`src/rtl/sram_like_arbiter.sv`:
```
// sram_like_arbiter: shares one sram-like slave port between the instruction
// fetch master (inst_*) and the data master (data_*).
// Every accepted request records its owner in an in-order FIFO, and each
// m_data_ok/m_rdata response is steered back to the master at the FIFO head.
// A grant stays locked while its address handshake is stalled.
// Optional feature: define ARB_RR_EN to get round-robin arbitration between
// simultaneous unlocked requests. Without it, data has fixed priority over inst.
module sram_like_arbiter #(
    parameter int OUTST_DEPTH = 4,
    parameter int CNT_W       = 3
) (
    input  logic             clk,
    input  logic             resetn,

    input  logic             inst_req,
    input  logic             inst_wr,
    input  logic [1:0]       inst_size,
    input  logic [3:0]       inst_wstrb,
    input  logic [31:0]      inst_addr,
    input  logic [31:0]      inst_wdata,
    output logic             inst_addr_ok,
    output logic             inst_data_ok,
    output logic [31:0]      inst_rdata,

    input  logic             data_req,
    input  logic             data_wr,
    input  logic [1:0]       data_size,
    input  logic [3:0]       data_wstrb,
    input  logic [31:0]      data_addr,
    input  logic [31:0]      data_wdata,
    output logic             data_addr_ok,
    output logic             data_data_ok,
    output logic [31:0]      data_rdata,

    output logic             m_req,
    output logic             m_wr,
    output logic [1:0]       m_size,
    output logic [3:0]       m_wstrb,
    output logic [31:0]      m_addr,
    output logic [31:0]      m_wdata,
    input  logic             m_addr_ok,
    input  logic             m_data_ok,
    input  logic [31:0]      m_rdata,

    output logic [CNT_W-1:0] outst_cnt,
    output logic             err_spurious
);

    localparam int   PTR_W      = (OUTST_DEPTH > 2) ? $clog2(OUTST_DEPTH) : 1;
    localparam logic OWNER_INST = 1'b0;
    localparam logic OWNER_DATA = 1'b1;

    // Ownership FIFO storage and pointers
    logic [OUTST_DEPTH-1:0] owner_fifo_q, owner_fifo_d;
    logic [PTR_W-1:0]       wr_ptr_q, wr_ptr_d;
    logic [PTR_W-1:0]       rd_ptr_q, rd_ptr_d;
    logic [CNT_W-1:0]       outst_cnt_q, outst_cnt_d;

    // Grant lock held across a stalled address handshake
    logic                   grant_lock_v_q, grant_lock_v_d;
    logic                   grant_lock_q, grant_lock_d;

    // Sticky error for responses nobody asked for
    logic                   err_spurious_q, err_spurious_d;

`ifdef ARB_RR_EN
    // Owner of the most recent address handshake, used for fairness
    logic                   last_grant_q, last_grant_d;
`endif

    logic                   full;
    logic                   fifo_empty;
    logic                   any_req;
    logic                   grant;
    logic                   push;
    logic                   pop;
    logic                   spurious;
    logic                   head_owner;

    assign full       = (outst_cnt_q == CNT_W'(OUTST_DEPTH));
    assign fifo_empty = (outst_cnt_q == '0);
    assign any_req    = inst_req | data_req;
    assign head_owner = owner_fifo_q[rd_ptr_q];

    // Pick the master that owns the slave port this cycle
    always_comb begin
        grant = OWNER_INST;
        if (grant_lock_v_q) begin
            grant = grant_lock_q;
        end
`ifdef ARB_RR_EN
        else if (inst_req && data_req) begin
            grant = ~last_grant_q;
        end
`endif
        else begin
            grant = data_req ? OWNER_DATA : OWNER_INST;
        end
    end

    // Request path: forward the granted master's fields, zero when idle or in reset
    always_comb begin
        m_req   = resetn & any_req & ~full;
        m_wr    = 1'b0;
        m_size  = 2'b00;
        m_wstrb = 4'b0000;
        m_addr  = 32'h0;
        m_wdata = 32'h0;
        if (m_req) begin
            if (grant == OWNER_DATA) begin
                m_wr    = data_wr;
                m_size  = data_size;
                m_wstrb = data_wstrb;
                m_addr  = data_addr;
                m_wdata = data_wdata;
            end else begin
                m_wr    = inst_wr;
                m_size  = inst_size;
                m_wstrb = inst_wstrb;
                m_addr  = inst_addr;
                m_wdata = inst_wdata;
            end
        end
    end

    // Handshake and response steering back to the two masters
    always_comb begin
        push         = m_req & m_addr_ok;
        pop          = resetn & m_data_ok & ~fifo_empty;
        spurious     = resetn & m_data_ok & fifo_empty;
        inst_addr_ok = push & (grant == OWNER_INST);
        data_addr_ok = push & (grant == OWNER_DATA);
        inst_data_ok = pop & (head_owner == OWNER_INST);
        data_data_ok = pop & (head_owner == OWNER_DATA);
        inst_rdata   = resetn ? m_rdata : 32'h0;
        data_rdata   = resetn ? m_rdata : 32'h0;
    end

    // Next-state for the ownership FIFO and outstanding count
    always_comb begin
        owner_fifo_d = owner_fifo_q;
        wr_ptr_d     = wr_ptr_q;
        rd_ptr_d     = rd_ptr_q;
        outst_cnt_d  = outst_cnt_q;
        if (push) begin
            owner_fifo_d[wr_ptr_q] = grant;
            wr_ptr_d               = wr_ptr_q + PTR_W'(1);
        end
        if (pop) begin
            rd_ptr_d = rd_ptr_q + PTR_W'(1);
        end
        case ({push, pop})
            2'b10:   outst_cnt_d = outst_cnt_q + CNT_W'(1);
            2'b01:   outst_cnt_d = outst_cnt_q - CNT_W'(1);
            default: outst_cnt_d = outst_cnt_q;
        endcase
    end

    // Next-state for grant lock, error flag and fairness history
    always_comb begin
        grant_lock_v_d = m_req & ~m_addr_ok;
        grant_lock_d   = (m_req & ~m_addr_ok) ? grant : grant_lock_q;
        err_spurious_d = err_spurious_q | spurious;
`ifdef ARB_RR_EN
        last_grant_d   = push ? grant : last_grant_q;
`endif
    end

    // State registers, cleared asynchronously by resetn
    always_ff @(posedge clk or negedge resetn) begin
        if (!resetn) begin
            owner_fifo_q   <= '0;
            wr_ptr_q       <= '0;
            rd_ptr_q       <= '0;
            outst_cnt_q    <= '0;
            grant_lock_v_q <= 1'b0;
            grant_lock_q   <= OWNER_INST;
            err_spurious_q <= 1'b0;
`ifdef ARB_RR_EN
            last_grant_q   <= OWNER_INST;
`endif
        end else begin
            owner_fifo_q   <= owner_fifo_d;
            wr_ptr_q       <= wr_ptr_d;
            rd_ptr_q       <= rd_ptr_d;
            outst_cnt_q    <= outst_cnt_d;
            grant_lock_v_q <= grant_lock_v_d;
            grant_lock_q   <= grant_lock_d;
            err_spurious_q <= err_spurious_d;
`ifdef ARB_RR_EN
            last_grant_q   <= last_grant_d;
`endif
        end
    end

    assign outst_cnt    = outst_cnt_q;
    assign err_spurious = err_spurious_q;

endmodule

```
`config.mk`:
```
export PLATFORM = sky130hd
export DESIGN_NAME = sram_like_arbiter
export DESIGN_NICKNAME = d
export VERILOG_FILES = /design/src/rtl/sram_like_arbiter.sv
export SDC_FILE = /design/constraint.sdc
export NUM_CORES = 1
export LEC_CHECK = 0
export BUFFER_PORTS_ARGS = -buffer_cell sky130_fd_sc_hd__buf_4
export CORE_AREA = 3 3 123 125
export CTS_CLUSTER_DIAMETER = 100
export CTS_CLUSTER_SIZE = 20
export DETAILED_ROUTE_END_ITERATION = 8
export DIE_AREA = 0 0 126 128
export HOLD_SLACK_MARGIN = 0.02
export SETUP_SLACK_MARGIN = 0.1
export SLEW_MARGIN = 20
export SYNTH_ARGS = -nofsm -noshare
export SYNTH_HDL_FRONTEND = slang
export SYNTH_SLANG_ARGS = --single-unit
```
`constraint.sdc`:
```
create_clock -name clk -period 6.5 [get_ports clk]
set_input_delay 1.95 -clock clk [delete_from_list [all_inputs] [get_ports clk]]
set_output_delay 1.95 -clock clk [all_outputs]
set_load 0.01 [all_outputs]
```
==> metrics, run 1 <==
die span in y=128 um; sequential share of power=19.3%; slowest CP cell=nand2b_2; cell mode on critical path=buf_4; met1 Use GR=18.6%; Synth top area share=between 20% and 30%; IO Count=324; Startpoint Class=input pin; crit-path cells=buf_4, o21ai_0, nand2b_2, buf_4, a21oi_1, buf_4; clk root buf=clkbuf_16; syn_nets=554; GPL Wtd Cong=between 0.8 and 0.9; Sum Neg Setup Slack=0 ns; critical path class=in -> out; Final Slew Violations=0; vias=~3,500; Nets=827; I/O Buffers=323; Ant. Diodes=0; Critical Path AT=3.65 ns; maximum VDD drop=108 uV; Slew @ Worst Pin=0.756 ns; Tmin final=5.60 ns; Comb power frac=68.0%; Top Family by Delay on Critical Path=buffers and inverters; die area=roughly 16,000 sq um; largest net degree at the start of global routing=50; Lkg Pwr=2.53 nW; unrepaired setup endpoints after global routing=false; WL final=13.2 mm; ys flop type=dfrtp_1; switching share of power=42.3%; Core ar.=about 14,000 sq um; Initial Utilization=15.8%; final worst path period share=86.2%; grt ovf=0; internal power=0.000521 W; routing usage on met3=3.13%; count leader, synth=nand2_1; sequential fraction of the synthesis area=15.8%; slowest cell delay on critical path=0.54 ns; Max Fclk=178 MHz; Routed wire per std cell=16.1 um; initial antenna violation count=0; clk buf depth=2; Synth area leader=nand2_1; final hold vios=0; Yosys Warn Count=0; row cnt=43; Post-Syn Instances=368; Resized cells post-CTS=0; Layout area overhead=110%; Post-Route Skew=0.00295 ns; Initial DRC Count=137; detailed placement HPWL=11.2 mm; max_cap viols=0; DRT antenna net count=0; FILL cells=~1,600; #FFs+latches synth=14; CP Max Fanout=24; share of layout cells above drive strength 1=a little over half; clock sink total=14; Synth cell types=31; Syn Area/Cell=6.02 sq um; Die X=126 um; vias per cell=4.24; most area-consuming cells after synthesis=nand2_1 24%, a21oi_1 16%, dfrtp_1 16%; mapped cell area=2220 sq um; worst path bufs/invs=3; Clock transition at path regs=0.05 ns; run status=finished, final reports clean; Clock Power Share=approximately 13%; Synth top cells by count=144 x nand2_1, 71 x a21oi_1, 33 x and2_1; met2 usage=approximately 28%; Post-synth EDFFs=0; Required @ worst endpoint=4.55 ns; vias in the first global route=between 3,000 and 4,000; Synth async-reset ratio=100%; crit end category=output pin; H-tree Lvls=1; worst skew pair latency=0.24 ns; endpoints failing setup=0; DR DRC count=0; slew margin rel.=49.6%; sw power=0.000382 W; Tot GR Track Use=15.1%; post-layout util=33.2%; post-CTS setup buffer count=0; first-pass GRT wire length=19.7 mm; First-pass DRT Iterations=4; Most Used Layer, Global Route=met2; Hold Crit Class=reg -> reg; power per cell area=approximately 190 nW/um^2; Inserted Clock Buffers=3; CTS tree=yes; cts hold-fix bufs=0; final total power=around 0.0009 W
## layout by cell type (no fill, tap or decap), types with 4 or more instances in the layout
cell     instances
dfrtp_1         14
buf_4          329
a41oi_1          4
a21oi_1         71
nand2_1        144
inv_1            6
a31oi_1          4
ha_1             5
and2_1          33
## registers in the layout (all words and copies together), names as in the netlist
register        cells
owner_fifo_q        4
outst_cnt           3
rd_ptr_q            2
wr_ptr_q            2
err_spurious        1
grant_lock_q        1
grant_lock_v_q      1
## stage by stage
step | hold slack, ns | std cells | setup WS, ns | area [sq um]
floorplan | 0.453 | 368 | 1.61 | 2220
detailed placement | 0.479 | 816 | 0.803 | 4570
finish | 0.479 | 819 | 0.896 | 4650
global placement | 0.473 | 816 | 0.853 | 4570
global route | 0.502 | 819 | 0.715 | 4650
CTS | 0.483 | 819 | 0.795 | 4650
## cell type report
type / instances / area, sq um / share of cell area, %
tap: 180 / 225 / 4.85
clock buffer: 3 / 75.1 / 1.62
inverter: 6 / 22.5 / 0.485
multi-input combinational: 286 / 1480 / 31.9
timing repair buffer: 330 / 2490 / 53.6
sequential: 14 / 350 / 7.54
## metal layers
layer / share of wire, % / vias to the layer above
li1: - / 1696
met3: 8.9 / 9
met5: 0 / -
met4: 0.80 / 0
met2: 51 / 219
met1: 39 / 1551
## final timing paths
check | startpoint | end | slack [ns] | depth (start not counted)
worst max-delay path | data_req | m_wdata[6] | 0.90 | 6
worst min-delay path | err_spurious$_DFF_PN0_ | err_spurious$_DFF_PN0_ | 0.48 | 1
worst max register to register | outst_cnt[0]$_DFFE_PN0P_ | outst_cnt[2]$_DFFE_PN0P_ | 4.06 | 8
worst min register to register | err_spurious$_DFF_PN0_ | err_spurious$_DFF_PN0_ | 0.48 | 1
max in group asynchronous | resetn | grant_lock_q$_DFFE_PN0P_ | 4.45 | 2
min in group asynchronous | resetn | err_spurious$_DFF_PN0_ | 1.75 | 2
## power by group through the flow
stage	registers, W	logic (W)	clock network, W
global route	0.000183	0.000684	0.000121
CTS	0.000175	0.000628	0.000117
floorplan	0.000167	0.000328	0
global placement	0.000173	0.000625	0
detailed placement	0.000173	0.000628	0
finish	0.000174	0.000615	0.000115
## kinds of logic after synthesis
family	share of synthesized area (%)
muxes	3.61
and+or+nand+nor	36.2
AOI/OAI and AO/OA	20.3
DFF	15.8
buffers and inverters	17.9
adders and majority gates	3.72
xor gates and xnor gates	2.37
Power figures use the tool's default switching activity.
==> run 2, diff against run 1 <==
--- a/config.mk
+++ b/config.mk
@@ -6,14 +6,15 @@
 export NUM_CORES = 1
 export LEC_CHECK = 0
 export BUFFER_PORTS_ARGS = -buffer_cell sky130_fd_sc_hd__buf_4
-export CORE_AREA = 3 3 123 125
+export CORE_AREA = 5 5 122 124
 export CTS_CLUSTER_DIAMETER = 100
 export CTS_CLUSTER_SIZE = 20
 export DETAILED_ROUTE_END_ITERATION = 8
-export DIE_AREA = 0 0 126 128
+export DIE_AREA = 0 0 127 129
 export HOLD_SLACK_MARGIN = 0.02
 export SETUP_SLACK_MARGIN = 0.1
 export SLEW_MARGIN = 20
 export SYNTH_ARGS = -nofsm -noshare
 export SYNTH_HDL_FRONTEND = slang
 export SYNTH_SLANG_ARGS = --single-unit
+export TNS_END_PERCENT = 1
==> metrics, run 2 (same netlist as run 1, synthesis figures left out) <==
Ant. Diodes=0 (unchanged); vias per cell=4.12 (was 4.24); max_cap viols=0 (unchanged); final worst path period share=84.8% (was 86.2%); post-layout util=34.3% (was 33.2%); CTS tree=yes (unchanged); detailed placement HPWL=11.1 mm (was 11.2 mm); Startpoint Class=input pin (unchanged); Nets=827 (unchanged); IO Count=324 (unchanged); Initial DRC Count=135 (was 137); Required @ worst endpoint=4.55 ns (about the same); Tot GR Track Use=14.2% (was 15.1%); CP Max Fanout=37 (was 24); most frequent cells in the layout=327 x buf_4, 144 x nand2_1, 71 x a21oi_1, 33 x and2_1, 14 x dfrtp_1 (was 329 x buf_4, 144 x nand2_1, 71 x a21oi_1, 33 x and2_1, 14 x dfrtp_1); Routed wire per std cell=15.8 um (was 16.1 um); post-route cell area=4690 sq um (was 4650 sq um); DR DRC count=0 (unchanged); worst skew pair latency=0.24 ns (about the same); WL final=13.0 mm (was 13.2 mm); Tmin final=5.51 ns (was 5.60 ns); grt ovf=0 (unchanged); Reg with most FFs=owner_fifo_q (unchanged); Max Fclk=182 MHz (was 178 MHz); power per cell area=197 nW/um^2 (was 194 nW/um^2); DRT antenna net count=0 (unchanged); Hold Crit Class=reg -> reg (unchanged); Sum Neg Setup Slack=0 ns (unchanged); final total power=0.000922 W (was 0.000903 W); row cnt=43 (unchanged); max FFs per register=4 (unchanged); FILL cells=1,496 (was 1,550); clock sink total=14 (unchanged); cell total after placement=816 (unchanged); post-CTS setup buffer count=0 (unchanged); largest net degree at the start of global routing=74 (was 50); GPL Wtd Cong=0.846 (about the same); most common cell after layout, fill and taps aside=buf_4 (unchanged); Core ar.=13,700 sq um (was 14,000 sq um); Inserted Clock Buffers=3 (unchanged); endpoints failing setup=0 (unchanged); H-tree Lvls=1 (unchanged); Initial Utilization=16.2% (was 15.8%); min-delay src=err_spurious$_DFF_PN0_ (unchanged); Die X=127 um (was 126 um); final std cells w/o fill=820 (was 819); initial antenna violation count=0 (unchanged); I/O Buffers=323 (unchanged); clk buf depth=2 (unchanged); Slew @ Worst Pin=0.647 ns (was 0.756 ns); crit end category=output pin (unchanged); vias=3,382 (was 3,475); cts hold-fix bufs=0 (unchanged); run status=finished, final reports clean (unchanged); final hold vios=0 (unchanged); clk root buf=clkbuf_16 (unchanged); First-pass DRT Iterations=4 (unchanged); die area=16,400 sq um (was 16,100 sq um); Critical Path AT=3.56 ns (was 3.65 ns); vias in the first global route=3,410 (was 3,592); Clock transition at path regs=0.04 ns (was 0.05 ns); maximum VDD drop=95.0 uV (was 108 uV); Setup crit start=data_req (unchanged); launch point of the worst reg-to-reg path=outst_cnt[0]$_DFFE_PN0P_ (unchanged); first-pass GRT wire length=18.5 mm (was 19.7 mm); die span in y=129 um (was 128 um); Final Slew Violations=0 (unchanged); slew margin rel.=56.9% (was 49.6%); share of layout cells above drive strength 1=53.6% (was 53.5%); critical path class=in -> out (unchanged); Resized cells post-CTS=0 (unchanged); placed inst area=4600 sq um (was 4570 sq um); unrepaired setup endpoints after global routing=false (unchanged); Post-Route Skew=0.00350 ns (was 0.00295 ns); Lkg Pwr=2.54 nW (was 2.53 nW); Layout area overhead=111% (was 110%)
[run 2: worst max-delay path, stage by stage]
cell and delay, ns:
buf_4 0.13, o21ai_0 0.35, nand2b_2 0.62, buf_12 0.28
a21oi_1 0.06, buf_4 0.15
[run 2: path summary, 6_finish.rpt]
kind	slack, ns	to	cells past startpoint
max in group asynchronous	4.46	err_spurious$_DFF_PN0_	2
worst max register to register	4.02	outst_cnt[2]$_DFFE_PN0P_	8
worst min-delay path	0.47	err_spurious$_DFF_PN0_	1
worst min register to register	0.47	err_spurious$_DFF_PN0_	1
worst max-delay path	0.99	m_wstrb[1]	6
min in group asynchronous	1.73	grant_lock_v_q$_DFF_PN0_	2
[run 2: final cells by class]
type | count | area, sq um | area share, %
timing repair buffer | 330 | 2510 | 53.7
multi-input combinational | 286 | 1480 | 31.7
sequential | 14 | 350 | 7.48
tap | 180 | 225 | 4.81
clock buffer | 4 | 88.8 | 1.90
inverter | 6 | 22.5 | 0.481
[run 2: metal layers]
| metal | GRT usage, % | part of all wire [%] | routed length (um) | vias up |
|---|---|---|---|---|
| li1 | - | - | - | 1697 |
| met1 | 17.4 | 39 | 5100 | 1480 |
| met2 | 26.2 | 50 | 6520 | 201 |
| met3 | 3.49 | 10 | 1300 | 4 |
| met4 | 1.14 | 0.27 | 35 | 0 |
| met5 | 0 | 0 | 0 | - |
[run 2: metrics by stage]
stage | hold WS, ns | setup slack (ns)
2_1_floorplan | 0.453 | 1.61
3_3_place_gp | 0.458 | 1.00
3_5_place_dp | 0.464 | 0.961
4_1_cts | 0.474 | 0.970
5_1_grt | 0.504 | 0.862
6_report | 0.473 | 0.991
[run 2: power breakdown]
part | switching (W) | leakage, nW | internal, W
Combinational | 0.000305 | 2.34 | 0.000317
Clock | 0.0000352 | 0.0442 | 0.0000932
Sequential | 0.0000422 | 0.162 | 0.000130
Total | 0.000382 | 2.54 | 0.000540
==> run 3, diff against run 2 <==
--- a/config.mk
+++ b/config.mk
@@ -6,11 +6,11 @@
 export NUM_CORES = 1
 export LEC_CHECK = 0
 export BUFFER_PORTS_ARGS = -buffer_cell sky130_fd_sc_hd__buf_4
-export CORE_AREA = 5 5 122 124
+export CORE_AREA = 5 5 123 125
 export CTS_CLUSTER_DIAMETER = 100
 export CTS_CLUSTER_SIZE = 20
 export DETAILED_ROUTE_END_ITERATION = 8
-export DIE_AREA = 0 0 127 129
+export DIE_AREA = 0 0 128 130
 export HOLD_SLACK_MARGIN = 0.02
 export SETUP_SLACK_MARGIN = 0.1
 export SLEW_MARGIN = 20
==> constraint.sdc (replaced) <==
create_clock -name clk -period 4.8 [get_ports clk]
set_input_delay 1.44 -clock clk [delete_from_list [all_inputs] [get_ports clk]]
set_output_delay 1.44 -clock clk [all_outputs]
set_load 0.01 [all_outputs]
==> metrics, run 3 (same netlist as run 1, synthesis figures left out) <==
Final Slew Violations=0 (unchanged); cts hold-fix bufs=0 (unchanged); GPL Wtd Cong=0.753 (was 0.846); clk buf depth=2 (unchanged); Lkg Pwr=2.54 nW (about the same); most frequent cells in the layout=326 x buf_4, 144 x nand2_1, 71 x a21oi_1, 33 x and2_1, 14 x dfrtp_1 (was 327 x buf_4, 144 x nand2_1, 71 x a21oi_1, 33 x and2_1, 14 x dfrtp_1); post-route cell area=4680 sq um (was 4690 sq um); final worst path period share=87.6%; WL final=11.5 mm (was 13.0 mm); largest net degree at the start of global routing=77 (was 74); Hold EP=err_spurious$_DFF_PN0_ (unchanged); Tmin final=around 4.2 ns; Tot GR Track Use=11.9% (was 14.2%); Sum Neg Setup Slack=0 ns (unchanged); Inserted Clock Buffers=3 (unchanged); Initial Utilization=16.1% (was 16.2%); R2R setup slack=2.36 ns (was 4.02 ns); Core ar.=13,800 sq um (was 13,700 sq um); RR Endpoint=outst_cnt[2]$_DFFE_PN0P_ (unchanged); power per cell area=265 nW/um^2 (was 197 nW/um^2); Initial DRC Count=118 (was 135); DR WL met2=5.86 mm (was 6.52 mm); First-pass DRT Iterations=4 (unchanged); cell total after placement=815 (was 816); Min Hold Slack=0.473 ns (about the same); share of layout cells above drive strength 1=53.5% (was 53.6%); Startpoint Class=input pin (unchanged); Die X=128 um (was 127 um); clock sink total=14 (unchanged); Clock transition at path regs=0.05 ns (was 0.04 ns); vias per cell=4.08 (was 4.12); Required @ worst endpoint=3.36 ns (was 4.55 ns); routed length on met3=1.19 mm (was 1.30 mm); Critical Path AT=2.77 ns (was 3.56 ns); cell mode on critical path=buf_4 (unchanged); slowest cell delay on critical path=0.35 ns (was 0.62 ns); row cnt=43 (unchanged); Ant. Diodes=0 (unchanged); final hold vios=0 (unchanged); initial antenna violation count=0 (unchanged); Reg with most FFs=owner_fifo_q (unchanged); crit end category=output pin (unchanged); critical path class=in -> out (unchanged); worst path bufs/invs=3 (unchanged); WL met1=4.39 mm (was 5.10 mm); Top Family by Delay on Critical Path=buffers and inverters (was simple AND/OR/NAND/NOR gates); clk root buf=clkbuf_16 (unchanged); grt ovf=0 (unchanged); DR DRC count=0 (unchanged); hold depth=1 (unchanged); slowest CP cell=o21ai_0 (was nand2b_2); max_cap viols=0 (unchanged); die area=16,600 sq um (was 16,400 sq um); crit-path cells=buf_4, o21ai_0, nand2b_2, buf_12, a21oi_1, buf_4 (unchanged); Hold Crit Class=reg -> reg (unchanged); vias=3,342 (was 3,382); IO Count=324 (unchanged); Resized cells post-CTS=0 (unchanged); worst skew pair latency=0.24 ns (about the same); final std cells w/o fill=819 (was 820); die span in y=130 um (was 129 um); reg2reg path depth=8 (unchanged); first-pass GRT wire length=16.4 mm (was 18.5 mm); Top Metal Used=met4 (unchanged); endpoints failing setup=0 (unchanged); most common cell after layout, fill and taps aside=buf_4 (unchanged); detailed placement HPWL=9.47 mm (was 11.1 mm); Post-Route Skew=0.00119 ns (was 0.00350 ns); Max Fclk=238 MHz; DRT antenna net count=0 (unchanged); unrepaired setup endpoints after global routing=false (unchanged); slew margin rel.=73.5% (was 56.9%); max FFs per register=4 (unchanged); Routed wire per std cell=14.0 um (was 15.8 um); I/O Buffers=323 (unchanged); placed inst area=4590 sq um (was 4600 sq um); Nets=826 (was 827); vias in the first global route=3,267 (was 3,410); Slew @ Worst Pin=0.393 ns (was 0.647 ns); Layout area overhead=111% (about the same); post-CTS setup buffer count=0 (unchanged); H-tree Lvls=1 (unchanged); run status=finished, final reports clean (unchanged); min-delay src=err_spurious$_DFF_PN0_ (unchanged); CTS tree=yes (unchanged); maximum VDD drop=197 uV (was 95.0 uV); launch point of the worst reg-to-reg path=outst_cnt[0]$_DFFE_PN0P_ (unchanged); CP Max Fanout=72 (was 37)
==> run 3: changes by cell type in the layout (fill, tap and decap cells not counted), sizes merged <==
cell / before / now
buf: 330 / 329
==> run 3: worst max-delay path by stage <==
| stage | cells after the start | end | start | slack, ns |
|---|---|---|---|---|
| floorplan | 5 | m_addr[16] | data_req | 0.93 |
| global placement | 6 | m_wr | data_req | 0.63 |
| detailed placement | 6 | m_wr | data_req | 0.62 |
| CTS | 6 | m_wr | data_req | 0.61 |
| global route | 6 | m_wdata[26] | data_req | 0.50 |
| finish | 6 | m_wdata[25] | data_req | 0.59 |
==> run 3: final cells by class <==
cell class	count	area (sq um)
timing repair buffer	329	2510
multi-input combinational	286	1480
fill	1484	9090
inverter	6	22.5
sequential	14	350
tap	180	225
clock buffer	4	88.8
==> run 3: metrics by stage <==
stage	utilization [%]	worst slack, ns	power, W
after detailed placement	33.3	0.621	0.00108
after global placement	33.3	0.626	0.00108
after CTS	34.0	0.612	0.00126
final	34.0	0.594	0.00124
after floorplan	-	0.934	0.000672
after global routing	34.0	0.503	0.00135
==> run 3: routing by layer <==
layer	GRT usage, %	vias up
li1	-	1699
met1	14.3	1450
met2	21.7	187
met3	3.07	6
met4	1.44	0
met5	0	-
==> run 3: where the power goes <==
group | total, W | internal, W | switching, W
sequential | 0.000234 | 0.000176 | 0.0000578
clock | 0.000174 | 0.000126 | 0.0000477
combinational | 0.000830 | 0.000426 | 0.000404
